File: src/rtl/comp_pkg.sv
// Shared types and defaults for the 1-bit comparator.
// Result classes plus the default counter width.
package comp_pkg;

  typedef enum logic [1:0] {
    CMP_EQ = 2'd0,
    CMP_LT = 2'd1,
    CMP_GT = 2'd2
  } cmp_res_t;

  localparam int CNT_W_DEFAULT = 8;

endpackage

File: src/rtl/comp_1bit_core.sv
// Combinational 1-bit compare decode.
// Emits one-hot flags and the matching result class.
module comp_1bit_core
  import comp_pkg::*;
(
  input  logic     a,
  input  logic     b,
  output logic     gt,
  output logic     lt,
  output logic     eq,
  output cmp_res_t res
);

  always_comb begin
    gt  = 1'b0;
    lt  = 1'b0;
    eq  = 1'b0;
    res = CMP_EQ;
    unique case ({a, b})
      2'b00: eq = 1'b1;
      2'b01: begin
        lt  = 1'b1;
        res = CMP_LT;
      end
      2'b10: begin
        gt  = 1'b1;
        res = CMP_GT;
      end
      2'b11: eq = 1'b1;
      default: ;
    endcase
  end

endmodule

File: src/rtl/comp_1bit.sv
// Registered 1-bit magnitude comparator.
// Adds saturating per-class sample counters.
module comp_1bit
  import comp_pkg::*;
#(
  parameter int CNT_W = CNT_W_DEFAULT
) (
  input  logic             clk,
  input  logic             rst,
  input  logic             a,
  input  logic             b,
  input  logic             in_valid,
  input  logic             clr,
  output logic             gt,
  output logic             lt,
  output logic             eq,
  output logic             out_valid,
  output logic [CNT_W-1:0] cnt_gt,
  output logic [CNT_W-1:0] cnt_lt,
  output logic [CNT_W-1:0] cnt_eq
);

  localparam logic [CNT_W-1:0] CNT_MAX = '1;

  logic     d_gt;
  logic     d_lt;
  logic     d_eq;
  cmp_res_t d_res;

  comp_1bit_core u_core (
    .a   (a),
    .b   (b),
    .gt  (d_gt),
    .lt  (d_lt),
    .eq  (d_eq),
    .res (d_res)
  );

  always_ff @(posedge clk) begin
    if (rst) begin
      gt        <= 1'b0;
      lt        <= 1'b0;
      eq        <= 1'b0;
      out_valid <= 1'b0;
      cnt_gt    <= '0;
      cnt_lt    <= '0;
      cnt_eq    <= '0;
    end else begin
      out_valid <= in_valid;
      if (in_valid) begin
        gt <= d_gt;
        lt <= d_lt;
        eq <= d_eq;
      end
      // clr wins over the sample arriving in the same cycle
      if (clr) begin
        cnt_gt <= '0;
        cnt_lt <= '0;
        cnt_eq <= '0;
      end else if (in_valid) begin
        unique case (d_res)
          CMP_GT:
            if (cnt_gt != CNT_MAX)
              cnt_gt <= cnt_gt + 1'b1;
          CMP_LT:
            if (cnt_lt != CNT_MAX)
              cnt_lt <= cnt_lt + 1'b1;
          default:
            if (cnt_eq != CNT_MAX)
              cnt_eq <= cnt_eq + 1'b1;
        endcase
      end
    end
  end

endmodule

File: config.mk
export PLATFORM = sky130hd
export DESIGN_NAME = comp_1bit
export DESIGN_NICKNAME = d
export VERILOG_FILES = /design/src/rtl/comp_pkg.sv /design/src/rtl/comp_1bit_core.sv /design/src/rtl/comp_1bit.sv
export SDC_FILE = /design/constraint.sdc
export NUM_CORES = 1
export LEC_CHECK = 0
export BUFFER_PORTS_ARGS = -buffer_cell sky130_fd_sc_hd__buf_2
export CAP_MARGIN = 20
export CORE_MARGIN = 2
export CORE_UTILIZATION = 47
export DETAILED_ROUTE_END_ITERATION = 10
export PLACE_DENSITY = 0.72
export SETUP_SLACK_MARGIN = 0.05
export SLEW_MARGIN = 20
export SYNTH_ARGS = -nofsm -noshare
export SYNTH_HDL_FRONTEND = slang
export SYNTH_SLANG_ARGS = --single-unit
File: constraint.sdc
create_clock -name clk -period 1.9 [get_ports clk]
set_input_delay 0.095 -clock clk [delete_from_list [all_inputs] [get_ports clk]]
set_output_delay 0.095 -clock clk [all_outputs]
set_load 0.01 [all_outputs]
# After elaboration in Yosys (flattened, before gate mapping)
# Cells that the tools add are included.
classes:
  n_reduce_logical: 7
  n_mux: 4
  n_eq_ne: 8
  addsub: 3
  bitwise: 1
ops:
  columns: ["cell", "count"]
  rows:
  - ["$add 8x1->8 const B", 3]
  - ["$ne 8x8->1 const B", 3]
  - ["$reduce_and 3->1", 3]
  - ["$eq 2x2->1 const B", 3]
  - ["$reduce_or 2->1", 3]
  - ["$eq 2x1->1 const B", 2]
  - ["$pmux 2 s2", 1]
  - ["$mux 1", 3]
  - ["$logic_not 2->1", 1]
  - ["$not 1->1", 1]
word_totals:
  input_bits: 6
  reg_bits: 28
  word_cells: 30

# Depth between registers and ports, before layout
# Gate-level depths: netlist of the first run.
logic_depth:
  ltp_word: 6
  mapped_depth: 7
  depth_no_buf: 6

# Cells and area by module
# Synthesis of the first run repeated with hierarchy kept, for this count alone.
hier_totals:
  hier_cells: 151
  area_unflattened_um2: 1387.6
by_module_without_submodules:
  columns: ["mod", "area_each_um2", "cells_per_inst", "instances"]
  rows:
  - ["comp_1bit", 1340.0, 145, 1]
  - ["comp_1bit_core", 47.5, 6, 1]

# Worst setup path before layout of the first run
# Ideal clock, no wire load.
synth_path:
  kind: "reg-to-reg"
  startpoint: "register cnt_lt[0]"
  endpoint: "register cnt_lt[5]"
  t_arrival_ps: 1635
  required_time_ps: 1829
  path_buffers: 1
  stages_incl_launch_ff: 7
  setup_slack_ps: 194
  cell_sequence: "dfxtp_1 > ha_1 > and3_4 > a21o_1 > buf_6 > or4_1 > a21oi_1"
synth_between:
  elab_chain_cells: 2
  elab_cells_between_ends: 3
synth_lines:
  columns: ["item", "line", "rtl"]
  rows:
  - ["start: declaration", "comp_1bit.sv:19", "output logic [CNT_W-1:0] cnt_lt,"]
  - ["start signal: assignment", "comp_1bit.sv:67", "cnt_lt <= cnt_lt + 1'b1;"]
  - ["parallel branches: the longest is 2 deep, another holds $add 8x1->8", null, null]
# Several ways; the timed one is not identified.
# A chain may end at the register's enable or synchronous reset.

# Final worst setup path of the first run
# Ends and elaborated chain as after synthesis.

==> results of run 1 <==
[state kept, by name, summed over array words and instances, names as in the netlist]
signal	cells
out_valid	1
gt	1
cnt_eq	8
cnt_gt	8
lt	1
eq	1
cnt_lt	8
[path summary, 6_finish.rpt]
check	from	to	slack, ps	cells past startpoint
setup / recovery	cnt_lt[0]	cnt_lt[5]	150	5
hold / removal	in_valid	out_valid	120	2
hold reg to reg	eq	eq	480	2
setup reg to reg	cnt_lt[0]	cnt_lt[5]	150	5
[cell usage in the layout (no fill, tap or decap), types with 3 or more instances in the layout]
master and instances:
inv_1 4, buf_2 33, nor3_1 4, o21ai_0 7
ha_1 7, a21oi_1 9, mux2i_1 4, nand4_1 3
clkbuf_4 3, and4_1 3, nand3_1 10, nand2_1 15
xor2_1 3, nor2_1 17, dfxtp_1 27
[metrics by stage]
stage	instance area, um^2	hold WS (ps)	total power (W)	cells	utilization, %
finish	1583	121.8	0.001047	218	57.89
global route	1583	106.5	0.001094	218	57.89
detailed placement	1518	331.7	0.0006755	213	55.51
global placement	1518	324.8	0.0006741	213	55.51
CTS	1580	106.8	0.001063	218	57.80
floorplan	1334	164.1	0.0006534	153	-
[synth_stat cells (2+ instances only)]
cell,count
ha_1,7
nor2_1,17
a21oi_1,9
nand3_1,10
nand2_1,15
xnor2_1,2
or2_2,2
o31ai_1,2
clkbuf_1,2
dfxtp_1,28
and4_1,3
o21ai_0,7
a31oi_1,2
and3_1,2
inv_1,4
xor2_1,3
o41ai_1,2
or4_1,2
nor3_1,4
nor2b_1,2
a211oi_1,2
nand4_1,3
a31o_2,2
mux2i_1,4
[cell families (layout without fill, tap and decap cells)]
kind of cell	count (synthesis)	after routing	synth area share, %
AOI/OAI and AO/OA	34	34	16.89
xor gates and xnor gates	5	5	3.284
adders and majority gates	7	7	6.566
buffers and inverters	9	43	3.189
DFF	28	28	42.03
muxes	4	4	3.002
and+or+nand+nor	66	66	25.05
[timing repair]
| action | 4_1_cts | 5_1_grt |
|---|---|---|
| endpoints found under the hold margin | 4 | 0 |
| hold buffers | 1 | 0 |
| setup endpoints to repair | 0 | 2 |
| resized for setup | 0 | 2 |
[power breakdown]
part	total, W	switching, W	internal (W)
clock	0.000381	0.000168	0.000213
combinational	0.0000670	0.0000415	0.0000255
sequential	0.000598	0.00000434	0.000594
[metal layers]
metal / track usage (%) / vias to the layer above
met3: 2.721 / 5
li1: - / 626
met5: 0 / -
met2: 33.17 / 24
met4: 7.641 / 0
met1: 22.60 / 585
[worst register-to-register path, delay by kind of cell (launching register included)]
| family | cells | cell delay [ps] |
|---|---|---|
| AO/OA/AOI/OAI | 2 | 430 |
| AND/OR/NAND/NOR | 2 | 670 |
| adder cells (fa/ha/maj) | 1 | 230 |
| flip-flops | 1 | 370 |
[cell type report]
class | count | area, um^2 | area share (%)
multi-input cells | 116 | 732.0 | 46.25
clock inverters | 1 | 30.03 | 1.897
repair buffers | 35 | 182.7 | 11.54
inverters | 4 | 15.01 | 0.9486
flip-flops and latches | 28 | 561.8 | 35.49
clock buffers | 3 | 22.52 | 1.423
well taps | 31 | 38.79 | 2.451
==> reports/results.tsv, run 1 <==
stage	metric	value	unit
outcome	status	finished clean	
synth	sequential area share after synthesis	42.03	%
timing	fin worst setup slack	149.5	ps
timing	Pins Over Slew Limit	0	
synth	Yosys reg bits	28	
critical_path	crit-path cells	ha_1, and3_4, a21o_2, or4_1, a21oi_1	
synth	largest area contributor in the netlist	dfxtp_1	
timing	endpoints failing setup	0	
die	die area	0.003280	mm^2
critical_path	slowest stage delay, CP	480	ps
final_layout	Post-layout nets	201	
synth	asr flop ratio synth	0	%
clocking	worst skew pair latency	320	ps
detailed_routing	highest metal used	met4	
global_route	largest net degree at the start of global routing	20	
clocking	clock sink total	28	
timing	clk_skew	5.237	ps
job	max_cap viols	0	
clocking	postcts setup bufs	0	
detailed_routing	starting DRC count in detailed routing	28	
die	starting density of the core	48.79	%
die	Die Span Y	57.27	um
detailed_routing	per-cell routed wire length	12.97	um
timing	Tcrit/Tclk final	92.13	%
critical_path	WP buf/inv	0	
critical_path	critical path arrival	2010	ps
critical_path	Worst EP required	2160	ps
detailed_routing	met2 WL	1393	um
critical_path	Crit Path Class	reg2reg	
die	Die X	57.27	um
synth	YS warnings	0	
synth	Gate Count Post-Synth	153	
timing	RSZ-0062 raised after global routing	false	
synth	Yosys cell types	41	
timing	Max Clock Freq	571.3	MHz
global_route	GR Overflow Total	0	
final_layout	layout cells sized above 1	24.60	%
detailed_routing	via count	1240	
placed_design	Setup WS pre-CTS	143.8	ps
synth	Post-Syn Nets	166	
critical_path	startpoint types	flop	
critical_path	kind of cell adding the most delay to the critical path	simple AND/OR/NAND/NOR gates	
pwr	leakage	0.6862	nW
detailed_routing	average vias per placed instance	5.688	
final_layout	area delta synth->final	18.67	%
synth	Post-Syn Area per Cell	8.718	um^2
critical_path	CP max stage cell	or4_1	
synth	Area contributors post-synth	dfxtp_1, ha_1, nor2_1, nand2_1, nand3_1	
placed_design	detailed placement HPWL	2073	um
timing	post-route minimum period	1750	ps
placed_design	Final Wtd Congestion	0.7767	
timing	Rel. slew slack	65.26	%
clocking	Worst-path clk slew	150	ps
critical_path	worst-path fanout max	9	
placed_design	Port Buffers	33	
die	Rows	19	
detailed_routing	drt total wl	2827	um
synth	share of the synthesized area in the top cell type	42.03	%
detailed_routing	DR pass1 iterations	4	
clocking	CTS Buffer Depth	2	
detailed_routing	DRC	0	
pwr	pwr/cell area	661.2	mW/mm^2
clocking	TritonCTS Buffers	3	
synth	Synth Flop Type	dfxtp_1	
clocking	CTS tree	done	
timing	Final Hold Viols	0	
pwr	maximum VDD drop	0.5280	mV
clocking	clock root buffer	clkbuf_4	
clocking	CTS H-tree depth	1	
min_path	Min-Delay Path Class	in2reg	
global_route	antenna violations before repair	0	
detailed_routing	met3 WL	83	um
synth	area of the mapped netlist	0.001334	mm^2
die	I/O pin count	34	
global_route	GRT Util Overall	18.69	%
global_route	number of global-route vias before repair	1120	
timing	Least-Margin Pin Slew	508.0	ps
final_layout	filler instances	265	
critical_path	Crit. End Element	flop	
synth	EDFF count, synth	0	
detailed_routing	Met1 Routed Length	1311	um
die	CORE AREA	0.002734	mm^2
global_route	first-pass GRT wire length	4857	um
final_layout	diode count	0	
detailed_routing	antenna-violating nets left	0	
timing	final setup TNS	0	ps
Note: power is estimated with default switching activity, not from simulation.
==> run 2: changes to the inputs <==
--- a/config.mk
+++ b/config.mk
@@ -11,6 +11,7 @@
 export CORE_UTILIZATION = 47
 export DETAILED_ROUTE_END_ITERATION = 10
 export PLACE_DENSITY = 0.72
+export RECOVER_POWER = 25
 export SETUP_SLACK_MARGIN = 0.05
 export SLEW_MARGIN = 20
 export SYNTH_ARGS = -nofsm -noshare
==> constraint.sdc (replaced) <==
create_clock -name clk -period 1.9 [get_ports clk]
set_input_delay 0.095 -clock clk [delete_from_list [all_inputs] [get_ports clk]]
set_output_delay 0.095 -clock clk [all_outputs]
set_load 0.05 [all_outputs]
==> run 2 against run 1 <==
  * Sequential share of layout area up 1.1 points
  * Wire length down 0.18%
  * Largest cell class unchanged
  * Clock power down 38%
  * Non-clock buffer count unchanged
  * Sequential power about the same
  * Core utilization down 1.6 points
==> reports/results.tsv, run 2 (synthesis results as in run 1) <==
stage	metric	value	unit	change
placed_design	# placed instances	213		unchanged
placed_design	detailed placement HPWL	2090	um	was 2073 um
critical_path	Crit. End Element	flop		unchanged
timing	Least-Margin Pin Slew	598.4	ps	was 508.0 ps
final_layout	Final Cell Area	0.001539	mm^2	was 0.001583 mm^2
die	Die Span Y	57.27	um	unchanged
global_route	GRT Util Overall	18.27	%	was 18.69%
detailed_routing	average vias per placed instance	5.705		was 5.688
placed_design	Port Buffers	33		unchanged
pwr	maximum VDD drop	0.3588	mV	was 0.5280 mV
clocking	Worst-path clk slew	140	ps	was 150 ps
critical_path	Crit Path Class	reg2reg		unchanged
global_route	first-pass GRT wire length	4809	um	was 4857 um
final_layout	Post-layout nets	201		unchanged
detailed_routing	per-cell routed wire length	13.00	um	was 12.97 um
detailed_routing	DR pass1 iterations	4		unchanged
final_layout	area delta synth->final	15.38	%	was 18.67%
pwr	final total power	0.0009180	W	was 0.001047 W
global_route	antenna violations before repair	0		unchanged
die	I/O pin count	34		unchanged
final_layout	diode count	0		unchanged
clocking	clock sink total	28		unchanged
critical_path	crit-path cells	ha_1, and3_4, a21o_1, or4_1, a21oi_1		was ha_1, and3_4, a21o_2, or4_1, a21oi_1
die	starting density of the core	48.79	%	unchanged
clocking	CTS tree	done		unchanged
final_layout	filler instances	282		was 265
detailed_routing	via count	1238		was 1240
timing	Tcrit/Tclk final	91.69	%	was 92.13%
die	die area	0.003280	mm^2	unchanged
job	max_cap viols	0		unchanged
detailed_routing	DRC	0		unchanged
timing	Rel. slew slack	60.28	%	was 65.26%
global_route	number of global-route vias before repair	1152		was 1120
critical_path	CP max stage cell	or4_1		unchanged
clocking	CTS H-tree depth	1		unchanged
critical_path	startpoint types	flop		unchanged
detailed_routing	antenna-violating nets left	0		unchanged
final_layout	most frequent cells in the layout	dfxtp_1, buf_2, nor2_1		was buf_2, dfxtp_1, nor2_1
outcome	status	finished clean		unchanged
clocking	TritonCTS Buffers	3		unchanged
clocking	clock root buffer	clkbuf_4		unchanged
clocking	CTS Buffer Depth	2		unchanged
timing	Final Hold Viols	0		unchanged
placed_design	DP Area	0.001520	mm^2	was 0.001518 mm^2
timing	endpoints failing setup	0		unchanged
critical_path	slowest stage delay, CP	500	ps	was 480 ps
pwr	pwr/cell area	596.5	mW/mm^2	was 661.2 mW/mm^2
die	Die X	57.27	um	unchanged
placed_design	Final Wtd Congestion	0.8197		was 0.7767
timing	clk_skew	2.108	ps	was 5.237 ps
die	CORE AREA	0.002734	mm^2	unchanged
min_path	Min-Delay Path Class	in2reg		unchanged
final_layout	Final Non-Filler Cells	217		was 218
timing	fin worst setup slack	157.8	ps	was 149.5 ps
clocking	worst skew pair latency	310	ps	was 320 ps
timing	RSZ-0062 raised after global routing	false		unchanged
critical_path	Worst EP required	2160	ps	about the same
placed_design	Setup WS pre-CTS	181.3	ps	was 143.8 ps
critical_path	critical path arrival	2000	ps	was 2010 ps
clocking	CTS resizes	0		unchanged
critical_path	worst-path fanout max	9		unchanged
global_route	GR Overflow Total	0		unchanged
timing	Pins Over Slew Limit	0		unchanged
pwr	leakage	0.6276	nW	was 0.6862 nW
final_layout	Regs by FF count	cnt_eq: 8 flops, cnt_gt: 8 flops, cnt_lt: 8 flops		unchanged
final_layout	most common cell after layout, fill and taps aside	dfxtp_1		was buf_2
die	Rows	19		unchanged
timing	post-route minimum period	1742	ps	was 1750 ps
detailed_routing	drt total wl	2822	um	was 2827 um
detailed_routing	starting DRC count in detailed routing	35		was 28
final_layout	layout cells sized above 1	18.28	%	was 24.60%
global_route	largest net degree at the start of global routing	20		unchanged
timing	final setup TNS	0	ps	unchanged
timing	Max Clock Freq	574.0	MHz	was 571.3 MHz
-- run 2: cell count changes in the layout (fill, tap and decap cells not counted) --
cell / delta
dfxtp_2: +1
a21o_2: -1
bufinv_16: -1
clkbuf_1: +11
dfxtp_1: -1
a21o_1: +1
buf_2: -11
-- run 2: power by group --
part | switching (W) | total [W] | leakage, nW | internal (W)
sequential | 0.00000453 | 0.000598 | 0.227 | 0.000594
combinational | 0.0000608 | 0.0000844 | 0.387 | 0.0000237
clock | 0.000161 | 0.000235 | 0.0138 | 0.0000741
-- run 2: layout make-up --
type | instances | area, um^2 | share of cell area (%)
Multi-Input combinational cell | 116 | 730.7 | 47.48
Sequential cell | 28 | 563.0 | 36.59
Timing Repair Buffer | 35 | 168.9 | 10.98
Tap cell | 31 | 38.79 | 2.520
Clock buffer | 3 | 22.52 | 1.463
Inverter | 4 | 15.01 | 0.9756
-- run 2: final timing paths --
path | endpoint | slack, ps | cells past startpoint | from
min reg2reg | eq | 490 | 2 | eq
max | cnt_lt[5] | 160 | 5 | cnt_lt[0]
min | out_valid | 120 | 2 | in_valid
max reg2reg | cnt_lt[5] | 160 | 5 | cnt_lt[0]
-- run 2: repair_timing --
item                                   in CTS  in global routing
setup buffers                               0                  0
endpoints found under the hold margin       4                  0
hold buffers                                1                  0
-- run 2: critical path, delay by kind of cell (launching register included) --
family,cells,cell delay [ps]
DFF,1,370
and+or+nand+nor,2,690
AOI/OAI and AO/OA,2,410
adders and majority gates,1,220
-- run 2: metrics by stage --
step,utilization [%],hold WS (ps)
after floorplan,-,164.1
after global placement,55.61,324.6
after detailed placement,55.61,333.3
after CTS,56.80,112.2
after global routing,56.29,120.1
final,56.29,117.1
-- run 2: routing by layer --
metal / up-vias / global-route usage (%) / share of wire [%]
li1: 626 / - / -
met1: 574 / 21.75 / 43
met2: 34 / 34.32 / 51
met3: 4 / 2.268 / 5.0
met4: 0 / 4.983 / 1.0
met5: - / 0 / 0
